==> src/rtl/lzs_pkg.sv <==
// lzs_pkg: shared state encoding, width helper and default widths for the LZS decode path
package lzs_pkg;
  localparam int LZS_IN_W = 16;
  localparam int LZS_PEEK_W = 13;
  typedef enum logic [1:0] {S_FILL, S_RUN, S_DRAIN, S_DONE} state_t;
  function automatic int clog2(input int v);
    int r;
    r = 0;
    for (int i = v - 1; i > 0; i = i >> 1) r++;
    return r;
  endfunction
endpackage

==> src/rtl/lzs_bit_shifter.sv <==
// lzs_bit_shifter: left-shift the bit buffer with zero fill and OR a new word in at a bit offset from the MSB
module lzs_bit_shifter #(
  parameter int BUF_W = 48,
  parameter int IN_W = 16,
  parameter int CNT_W = 6
) (
  input  logic [BUF_W-1:0] buf_in,
  input  logic [CNT_W-1:0] sh,
  input  logic [IN_W-1:0]  word,
  input  logic             ins,
  input  logic [CNT_W-1:0] off,
  output logic [BUF_W-1:0] buf_out
);
  logic [BUF_W-1:0] placed;
  // Bits below the post-shift count are zero, so an OR is enough to merge.
  always_comb begin
    placed = {word, {(BUF_W-IN_W){1'b0}}} >> off;
    buf_out = (buf_in << sh) | (ins ? placed : '0);
  end
endmodule

==> src/rtl/lzs_bit_unpacker.sv <==
// lzs_bit_unpacker: MSB-first bit-stream unpacker with variable-width consume, alignment and end-of-stream drain
module lzs_bit_unpacker
  import lzs_pkg::*;
#(
  parameter int IN_W = LZS_IN_W,
  parameter int PEEK_W = LZS_PEEK_W,
  parameter int BUF_W = 48,
  parameter int ALIGN_W = 8,
  parameter int POS_W = 32
) (
  input  logic                        clk,
  input  logic                        rst,
  input  logic                        clr,
  input  logic [IN_W-1:0]             in_data,
  input  logic                        in_valid,
  input  logic                        in_last,
  output logic                        in_ready,
  output logic [PEEK_W-1:0]           peek_data,
  output logic                        peek_valid,
  input  logic                        consume,
  input  logic [clog2(PEEK_W+1)-1:0]  consume_width,
  input  logic                        align,
  output logic [POS_W-1:0]            bit_pos,
  output logic                        done,
  output logic                        err
);
  localparam int CNT_W = clog2(BUF_W + 1);
  state_t state, state_n;
  logic [BUF_W-1:0] buffer, shifted, buf_n;
  logic [CNT_W-1:0] cnt, cnt_n, w_ext, d_raw, d, take;
  logic last_seen, last_n, cons_go, align_go, over, accept;
  assign in_ready = !last_seen && (cnt <= CNT_W'(BUF_W - IN_W));
  assign peek_valid = (cnt >= CNT_W'(PEEK_W)) || (last_seen && cnt != '0);
  assign peek_data = buffer[BUF_W-1 -: PEEK_W];
  assign done = (state == S_DONE);
  always_comb begin
    cons_go = consume && peek_valid;
    align_go = align && !consume && cnt != '0;
    w_ext = CNT_W'(consume_width);
    over = cons_go && w_ext > cnt;
    // Distance to the next alignment boundary: (-bit_pos) mod ALIGN_W.
    d_raw = (~bit_pos[CNT_W-1:0] + 1'b1) & CNT_W'(ALIGN_W - 1);
    d = d_raw > cnt ? cnt : d_raw;
    take = cons_go ? (over ? cnt : w_ext) : (align_go ? d : '0);
    accept = in_valid && in_ready;
    cnt_n = cnt - take + (accept ? CNT_W'(IN_W) : '0);
    last_n = last_seen || (accept && in_last);
    buf_n = over ? '0 : shifted;
  end
  lzs_bit_shifter #(.BUF_W(BUF_W), .IN_W(IN_W), .CNT_W(CNT_W)) u_shifter (
    .buf_in(buffer),
    .sh(take),
    .word(in_data),
    .ins(accept),
    .off(cnt - take),
    .buf_out(shifted)
  );
  always_comb begin
    state_n = state;
    if (state != S_DONE)
      state_n = last_n ? (cnt_n == '0 ? S_DONE : S_DRAIN) : (cnt_n >= CNT_W'(PEEK_W) ? S_RUN : S_FILL);
  end
  always_ff @(posedge clk or posedge rst)
    if (rst) state <= S_FILL;
    else state <= clr ? S_FILL : state_n;
  always_ff @(posedge clk or posedge rst)
    if (rst) begin
      buffer <= '0;
      cnt <= '0;
      bit_pos <= '0;
      last_seen <= 1'b0;
      err <= 1'b0;
    end else if (clr) begin
      buffer <= '0;
      cnt <= '0;
      bit_pos <= '0;
      last_seen <= 1'b0;
      err <= 1'b0;
    end else begin
      buffer <= buf_n;
      cnt <= cnt_n;
      bit_pos <= bit_pos + POS_W'(take);
      last_seen <= last_n;
      err <= err || over;
    end
endmodule

==> config.mk <==
export PLATFORM = sky130hd
export DESIGN_NAME = lzs_bit_unpacker
export DESIGN_NICKNAME = d
export VERILOG_FILES = /design/src/rtl/lzs_pkg.sv /design/src/rtl/lzs_bit_shifter.sv /design/src/rtl/lzs_bit_unpacker.sv
export SDC_FILE = /design/constraint.sdc
export NUM_CORES = 1
export LEC_CHECK = 0
export BUFFER_PORTS_ARGS = -buffer_cell sky130_fd_sc_hd__buf_4
export CAP_MARGIN = 20
export CORE_MARGIN = 2
export CORE_UTILIZATION = 50
export DETAILED_ROUTE_END_ITERATION = 8
export GPL_TIMING_DRIVEN = 0
export HOLD_SLACK_MARGIN = 0.12
export PLACE_DENSITY = 0.72
export SLEW_MARGIN = 20
export SYNTH_ARGS = -nofsm -noshare
export SYNTH_HDL_FRONTEND = slang
export SYNTH_SLANG_ARGS = --single-unit
==> constraint.sdc <==
create_clock -name clk -period 6.4 [get_ports clk]
set_input_delay 0.96 -clock clk [delete_from_list [all_inputs] [get_ports clk]]
set_output_delay 0.96 -clock clk [all_outputs]
set_load 0.02 [all_outputs]
==> flow_results.org, run 1 <==
** STA
- Setup Total Neg Slack :: 0 ns
- Clock period minus worst slack :: 6.20 ns
- Setup repair after global routing left no endpoint under its margin.
- In the finished design, the share of the clock period the worst path needs comes to 96.8%.
- Clock skew on the completed layout was measured at 0.0119 ns.
- Actual transition at the worst max-transition pin :: 0.830 ns
- Setup violations remaining at the end of the flow were counted as 0.
- Headroom to the max-slew limit came out at 44.2%.
- Highest Clock Rate :: 161 MHz
- Hold Vio Cnt, Final :: 0
- The number of slew-limit violations in the final report is 0.

** CTS
- Counting along the longest clock path gives a buffer depth of 2.
- CTS built an H-tree with a depth of 3.
- The tree built by TritonCTS fans out to 90 sinks.
- Number of cells upsized or downsized after cts :: 0
- Buffer cell driving the clock tree root :: clkbuf_16
- TritonCTS built the clock tree.
- After clock tree synthesis, the setup repair step added 0 buffers.
- The later pin in the worst-skew pair is clocked with a latency of 0.36 ns.
- Clk pin slew, worst setup/hold paths :: 0.08 ns
- Number of clock buffers inserted by TritonCTS :: 9
- Buffers inserted to repair hold after CTS numbered 0.

** Routing
- The first routing iteration left 1341 violations.
- Remaining antenna violation count :: 0
- Drt via density :: 6.61
- The routed layout has 8468 vias.
- Count of TritonRoute iterations in the first routing pass :: 6
- For this run, design rule violations remaining after detail routing come to 0.
- For this block, the routed nets add up to 28600 um of wire.
- Post-detailed-route wirelength per cell :: 22.3 um

** Die
- Cell Rows :: 46
- In this run the horizontal extent of the chip is 131 um.
- Effective utilization at floorplan :: 50.9%
- Chip Height :: 131 um
- For this design the top-level I/O count stands at 76.
- Die ar. :: 0.0171 mm^2
- The core region is 0.0158 mm^2.

** Finish
- Final instance area :: 0.00923 mm^2
- Diode count :: 0
- The finished layout holds 1281 standard cells, fillers aside.
- Compared with the post-synthesis result, the final layout area differs by 14.7%.
- In the final layout, the share of cells above drive strength 1 is 19.2%.
- For this run, the post-layout net count is 1109.

** Yosys
- Number of synthesized flops with an enable pin :: 0
- Register bit count reported by yosys :: 90
- Post-synthesis cell type count :: 85
- Mean instance size in the synthesized netlist :: 8.26 um^2
- Most frequently used flop master after synthesis :: dfrtp_1
- For this run, the number of Yosys warnings is 0.
- After synthesis, flip-flops and latches occupy 28.0% of the total area.
- Synthesis produced 975 cells.
- Counting flops with an async set or reset pin after synthesis yields a share of 100%.
- After synthesis the cells add up to 0.00805 mm^2.

** Worst setup path
- Type of the worst setup path :: input pin to flip-flop
- Data on the critical path arrives at its endpoint at 6.47 ns.
- Kind of end point of the critical path :: flip-flop
- The worst setup path is launched from an input pin.
- In this run the worst path has a maximum fanout of 10.
- Required arrival time at the worst endpoint :: 6.67 ns

** Global routing
- The initial antenna violation count is 0.
- Overall Global Routing Usage :: 33.8%
- The via count of the first global-routing pass is 7870.
- Sum of overflow across all layers after global routing :: 0
- Entering global routing, the biggest net connects 68 pins.
- First-pass GRT wire length :: 44200 um

** Place
- Area after detailed placement :: 0.00891 mm^2
- Count of placed standard cells including taps :: 1267
- Routability-driven placement finished with a final weighted congestion of 1.01.
- # port buffers :: 74
- HPWL reported at the end of detailed placement :: 22000 um

** Job
- The tool flagged a number of max-cap violations equal to 0.

** Worst hold path
- Classification of the worst-slack hold path :: flip-flop to flip-flop

** Run status
- Run status :: complete, no violations
## worst max-delay path: stages
cell and delay [ns]:
buf_4 0.12, ha_1 0.29, a21oi_1 0.08, nor3_1 0.43, o21ai_4 0.15, mux2i_1 0.16
nor2_2 0.32, clkinv_1 0.33, clkbuf_1 0.40, ha_1 0.44, or3_1 0.45, nand2_1 0.30
clkbuf_1 0.49, mux2i_1 0.39, nor2_1 0.08, a211oi_1 0.62, a211oi_1 0.20, nor3_1 0.25
## flip-flops by register name (all words and copies together), names as in the netlist
register	count
cnt	6
last_seen	1
err	1
state	2
bit_pos	32
buffer	48
## cell families after synthesis
logic type / Yosys count / share of synthesized area (%)
other cells: 2 / 0.0933
xor+xnor: 30 / 3.26
fa+ha+maj: 22 / 3.61
buf+inv: 109 / 7.12
flops: 90 / 28.0
simple gates: 342 / 20.3
compound gates: 308 / 28.0
mux: 72 / 9.64
## cell usage after synthesis (16+ instances only)
cell / instances / area share, %
buf_2: 18 / 1.1
xnor2_1: 16 / 1.7
nor2_1: 106 / 4.9
mux2i_1: 46 / 5.7
a22oi_1: 19 / 1.8
dfrtp_1: 90 / 28
inv_1: 26 / 1.2
ha_1: 20 / 3.1
buf_4: 19 / 1.8
a211oi_1: 36 / 3.4
nor3_1: 35 / 2.2
clkbuf_1: 32 / 1.5
mux2_2: 24 / 3.4
nand2_1: 89 / 4.2
nand3_1: 21 / 1.3
o21ai_0: 33 / 2.1
a21oi_1: 64 / 4.0
## final timing paths
| kind | slack [ns] | cells after the start | endpoint | from |
|---|---|---|---|---|
| hold / removal | 0.54 | 2 | err$_DFF_PP0_ | err$_DFF_PP0_ |
| min in group asynchronous | 0.55 | 2 | bit_pos[0]$_DFF_PP0_ | rst |
| hold reg to reg | 0.54 | 2 | err$_DFF_PP0_ | err$_DFF_PP0_ |
| setup / recovery | 0.20 | 18 | buffer[27]$_DFF_PP0_ | consume_width[3] |
| max in group asynchronous | 5.21 | 3 | cnt[4]$_DFF_PP0_ | rst |
| setup reg to reg | 0.25 | 18 | buffer[27]$_DFF_PP0_ | cnt[1]$_DFF_PP0_ |
## per-stage QoR
step / hold slack (ns) / setup WS, ns / util (%)
after floorplan: 0.516 / 1.11 / -
after global placement: 0.504 / -0.272 / 56.1
after detailed placement: 0.519 / -0.303 / 56.3
after CTS: 0.537 / 0.0534 / 58.2
after global routing: 0.551 / 0.0210 / 58.3
final: 0.536 / 0.203 / 58.3
## layout make-up
cell class / count / area (um^2)
Fill cell: 1493 / 6590
Multi-Input combinational cell: 777 / 5250
Sequential cell: 90 / 2250
Timing Repair Buffer: 75 / 583
Buffer: 77 / 455
Tap cell: 216 / 270
Clock buffer: 9 / 225
Inverter: 30 / 118
Clock inverter: 7 / 81.3
## cells in the final DEF (no fill, tap or decap), drive strengths merged, types with 7 or more instances in the layout
cell type	instances
inv	32
clkbuf	40
ha	20
buf	121
nor2b	15
mux2i	46
nor3	37
or3	12
and2	10
o22ai	14
and3	10
xnor2	16
a221oi	17
nand2b	7
a22o	8
o21a	7
nand3	22
a211oi	37
o21ai	35
o211ai	15
nand2	95
o22a	9
mux2	24
a21oi	65
dfrtp	90
xor2	14
a22oi	19
nor2	111
or2	7
## routing by layer
layer / wire, um / GRT usage, % / vias up
met5: 0 / 0 / -
met4: 1040 / 11.4 / 0
met3: 3480 / 8.06 / 100
met2: 12200 / 50.0 / 605
met1: 11900 / 48.3 / 3972
li1: - / - / 3791
Power of run 1 is left out: the tool's default activity adds up to more than one toggle a clock period on the data nets, which glitch-free logic cannot reach.
==> run 2: changes to the inputs <==
--- a/config.mk
+++ b/config.mk
@@ -12,7 +12,7 @@
 export DETAILED_ROUTE_END_ITERATION = 8
 export GPL_TIMING_DRIVEN = 0
 export HOLD_SLACK_MARGIN = 0.12
-export PLACE_DENSITY = 0.72
+export PLACE_DENSITY = 0.69
 export SLEW_MARGIN = 20
 export SYNTH_ARGS = -nofsm -noshare
 export SYNTH_HDL_FRONTEND = slang
==> flow_results.org, run 2 (same netlist as run 1, synthesis figures left out) <==
** Run status
- Run status :: complete, no violations

** Worst setup path
- The largest fanout on the critical path is 10 (unchanged).
- Traced cell by cell, the critical path runs through buf_4 -> ha_1 -> a21oi_1 -> nor3_1 -> o21ai_4 -> mux2i_1 -> nor2_2 -> clkinv_1 -> clkbuf_1 -> ha_1 -> or3_1 -> nand2_1 -> clkbuf_1 -> mux2i_1 -> nand2_1 -> a21oi_1 -> a211oi_1 -> a211oi_1.
- The largest individual stage delay along the critical path comes from the cell mux2i_1.
- The critical path is of the input pin to flip-flop type.
- STA classifies the critical path startpoint as an input pin.
- Kind of end point of the critical path :: flip-flop
- The most critical setup path has its startpoint at consume_width[3].
- Startpoint of the most critical register-to-register path :: cnt[1]$_DFF_PP0_
- Required arrival time at the worst endpoint :: 6.65 ns (-0.02 ns)
- The signal arrival time at the worst endpoint is 6.39 ns (-0.08 ns).
- Delay contributed by the slowest stage of the critical path :: 0.51 ns (-0.11 ns)
- The cell family contributing the most delay on the critical path is simple AND/OR/NAND/NOR gates.
- The critical path buffer and inverter count was 4 (unchanged).

** Die
- The width of the die is 131 um (unchanged).
- Area inside the core boundary :: 0.0158 mm^2 (unchanged)
- Cell Rows :: 46 (unchanged)
- Number of top-level pins :: 76 (unchanged)
- The effective utilization at floorplan was 50.9% (unchanged).
- Die ar. :: 0.0171 mm^2 (unchanged)
- The die height was 131 um (unchanged).

** Routing
- The sum of routed wire length over all layers came to 28600 um (-0.11%).
- The iteration count of the initial detailed-routing pass is 6 (unchanged).
- Initial detailed-routing violation count :: 960 (-28%)
- The routed via count was 8328 (-1.7%).
- The post-route DRC violation count came to 0 (unchanged).
- Post-detailed-route wirelength per cell :: 22.3 um (-0.11%)
- Remaining antenna violation count :: 0 (unchanged)
- The post-detailed-route via-to-cell ratio came to 6.50 (-1.7%).

** Place
- Routability cong. :: 1.01 (about the same)
- Dpl ws :: -0.221 ns (+0.0821 ns)
- The number of placed instances, taps included was 1267 (unchanged).
- The placed wire-length estimate after detailed placement is 21900 um (-0.16%).
- The count of buffers inserted at the top-level ports came to 74 (unchanged).

** STA
- The setup slack after layout is 0.260 ns (+0.0576 ns).
- Finish-stage setup viols :: 0 (unchanged)
- The accumulated negative setup slack came to 0 ns (unchanged).
- The slew of the pin with the lowest slew margin came to 0.915 ns (+0.0856 ns).
- Hold Vio Cnt, Final :: 0 (unchanged)
- The post-layout minimum cycle time was 6.14 ns (-0.0576 ns).
- Worst clock skew :: 0.0122 ns (+0.000375 ns)
- The maximum clock rate is 163 MHz (+0.94%).
- The remaining max-slew budget at the tightest pin came to 38.5% (-5.7 points).
- Final period util :: 95.9% (-0.90 points)
- The number of slew-limit violations in the final report was 0 (unchanged).
- Setup repair after global routing left no endpoint under its margin.

** Finish
- The area used by sequential logic in the layout came to 0.00225 mm^2 (unchanged).
- The ratio of cells with drive above 1 in the final layout was 19.2% (+0.094 points).
- Diode count :: 0 (unchanged)
- The number of flip-flops under the largest register name is 48 (unchanged).
- Most frequent cells in the layout :: nor2_1 (105), buf_4 (93), dfrtp_1 (90)
- Register with the most flip-flops :: buffer
- Footprint of the multi-input gates :: 0.00524 mm^2 (about the same)
- The number of fillers in the final layout came to 1498 (+0.33%).
- The net total in the final layout came to 1109 (unchanged).
- The largest registers in the layout are buffer x48, bit_pos x32, cnt x6.
- Number of non-filler instances in the completed layout :: 1281 (unchanged)
- Commonest non-fill, non-tap cell in the layout :: nor2_1
- Layout-stage area growth over the synthesis result :: 14.6% (about the same)

** Global routing
- The initial antenna violation count is 1 (+1).
- Vias in the first global route :: 7877 (+0.089%)
- Maximum number of pins on one net before global-route repair :: 51 (-25%)
- The global-route total usage across every layer was 33.7% (about the same).
- First-pass GRT wire length :: 44000 um (-0.33%)
- Sum of overflow across all layers after global routing :: 0 (unchanged)

** CTS
- Buffer cell driving the clock tree root :: clkbuf_16
- The maximum level of the CTS H-tree came to 3 (unchanged).
- TritonCTS clock tree :: built
- The register clock-pin slew on the reported worst setup and hold paths is 0.08 ns (about the same).
- Number of clock buffers inserted by TritonCTS :: 9 (unchanged)
- The maximum count of clock buffers along a single path is 2 (unchanged).
- The latest clock arrival within the worst-skew pair is 0.37 ns (about the same).
- The clock sink count came to 90 (unchanged).
- The number of buffers added for setup after CTS is 0 (unchanged).

** Job
- Max Cap Violations :: 0 (unchanged)

** Worst hold path
- The startpoint identified for the worst hold timing path is err$_DFF_PP0_.
- Classification of the worst-slack hold path :: flip-flop to flip-flop
-- run 2: layout make-up --
class                   instances  area share [%]
plain buffers                  77            4.94
repair buffers                 75            6.32
multi-input cells             777            56.8
well taps                     216            2.93
flip-flops and latches         90            24.4
inverters                      30            1.27
clock inverters                 7           0.854
clock buffers                   9            2.44
-- run 2: path summary, 6_finish.rpt --
path                                   endpoint  slack, ns  cells after the start
max reg2reg                buffer[19]$_DFF_PP0_       0.30                     18
min                               err$_DFF_PP0_       0.53                      2
max                        buffer[19]$_DFF_PP0_       0.26                     18
min reg2reg                       err$_DFF_PP0_       0.53                      2
max in group asynchronous      cnt[2]$_DFF_PP0_       5.21                      3
min in group asynchronous  bit_pos[1]$_DFF_PP0_       0.59                      2
-- run 2: worst register-to-register path: cells and delay by family (launching register included) --
kind	cells	cell delay [ns]
buffers and inverters	4	1.44
adders and majority gates	2	0.84
DFF	1	0.48
and+or+nand+nor	5	1.35
muxes	2	0.64
AOI/OAI and AO/OA	5	1.26
-- run 2: metrics by stage --
| step | cell area (um^2) | utilization (%) | hold slack [ns] |
|---|---|---|---|
| 5_1_grt | 9230 | 58.3 | 0.546 |
| 6_report | 9230 | 58.3 | 0.533 |
| 2_1_floorplan | 8050 | - | 0.516 |
| 3_5_place_dp | 8910 | 56.3 | 0.513 |
| 4_1_cts | 9220 | 58.2 | 0.535 |
| 3_3_place_gp | 8880 | 56.1 | 0.505 |
-- run 2: metal layers --
metal | track usage, % | vias up | share of wire [%]
met4 | 12.6 | 0 | 3.1
met3 | 6.88 | 74 | 8.8
met1 | 47.5 | 3991 | 44
li1 | - | 3798 | -
met2 | 51.3 | 465 | 44
met5 | 0 | - | 0
-- run 2: repair_timing --
item / in CTS / in global routing
endpoints found under the setup margin: 0 / 12
hold buffers: 0 / 0
resized for setup: 0 / 6
Power of run 2 is left out for the same reason.
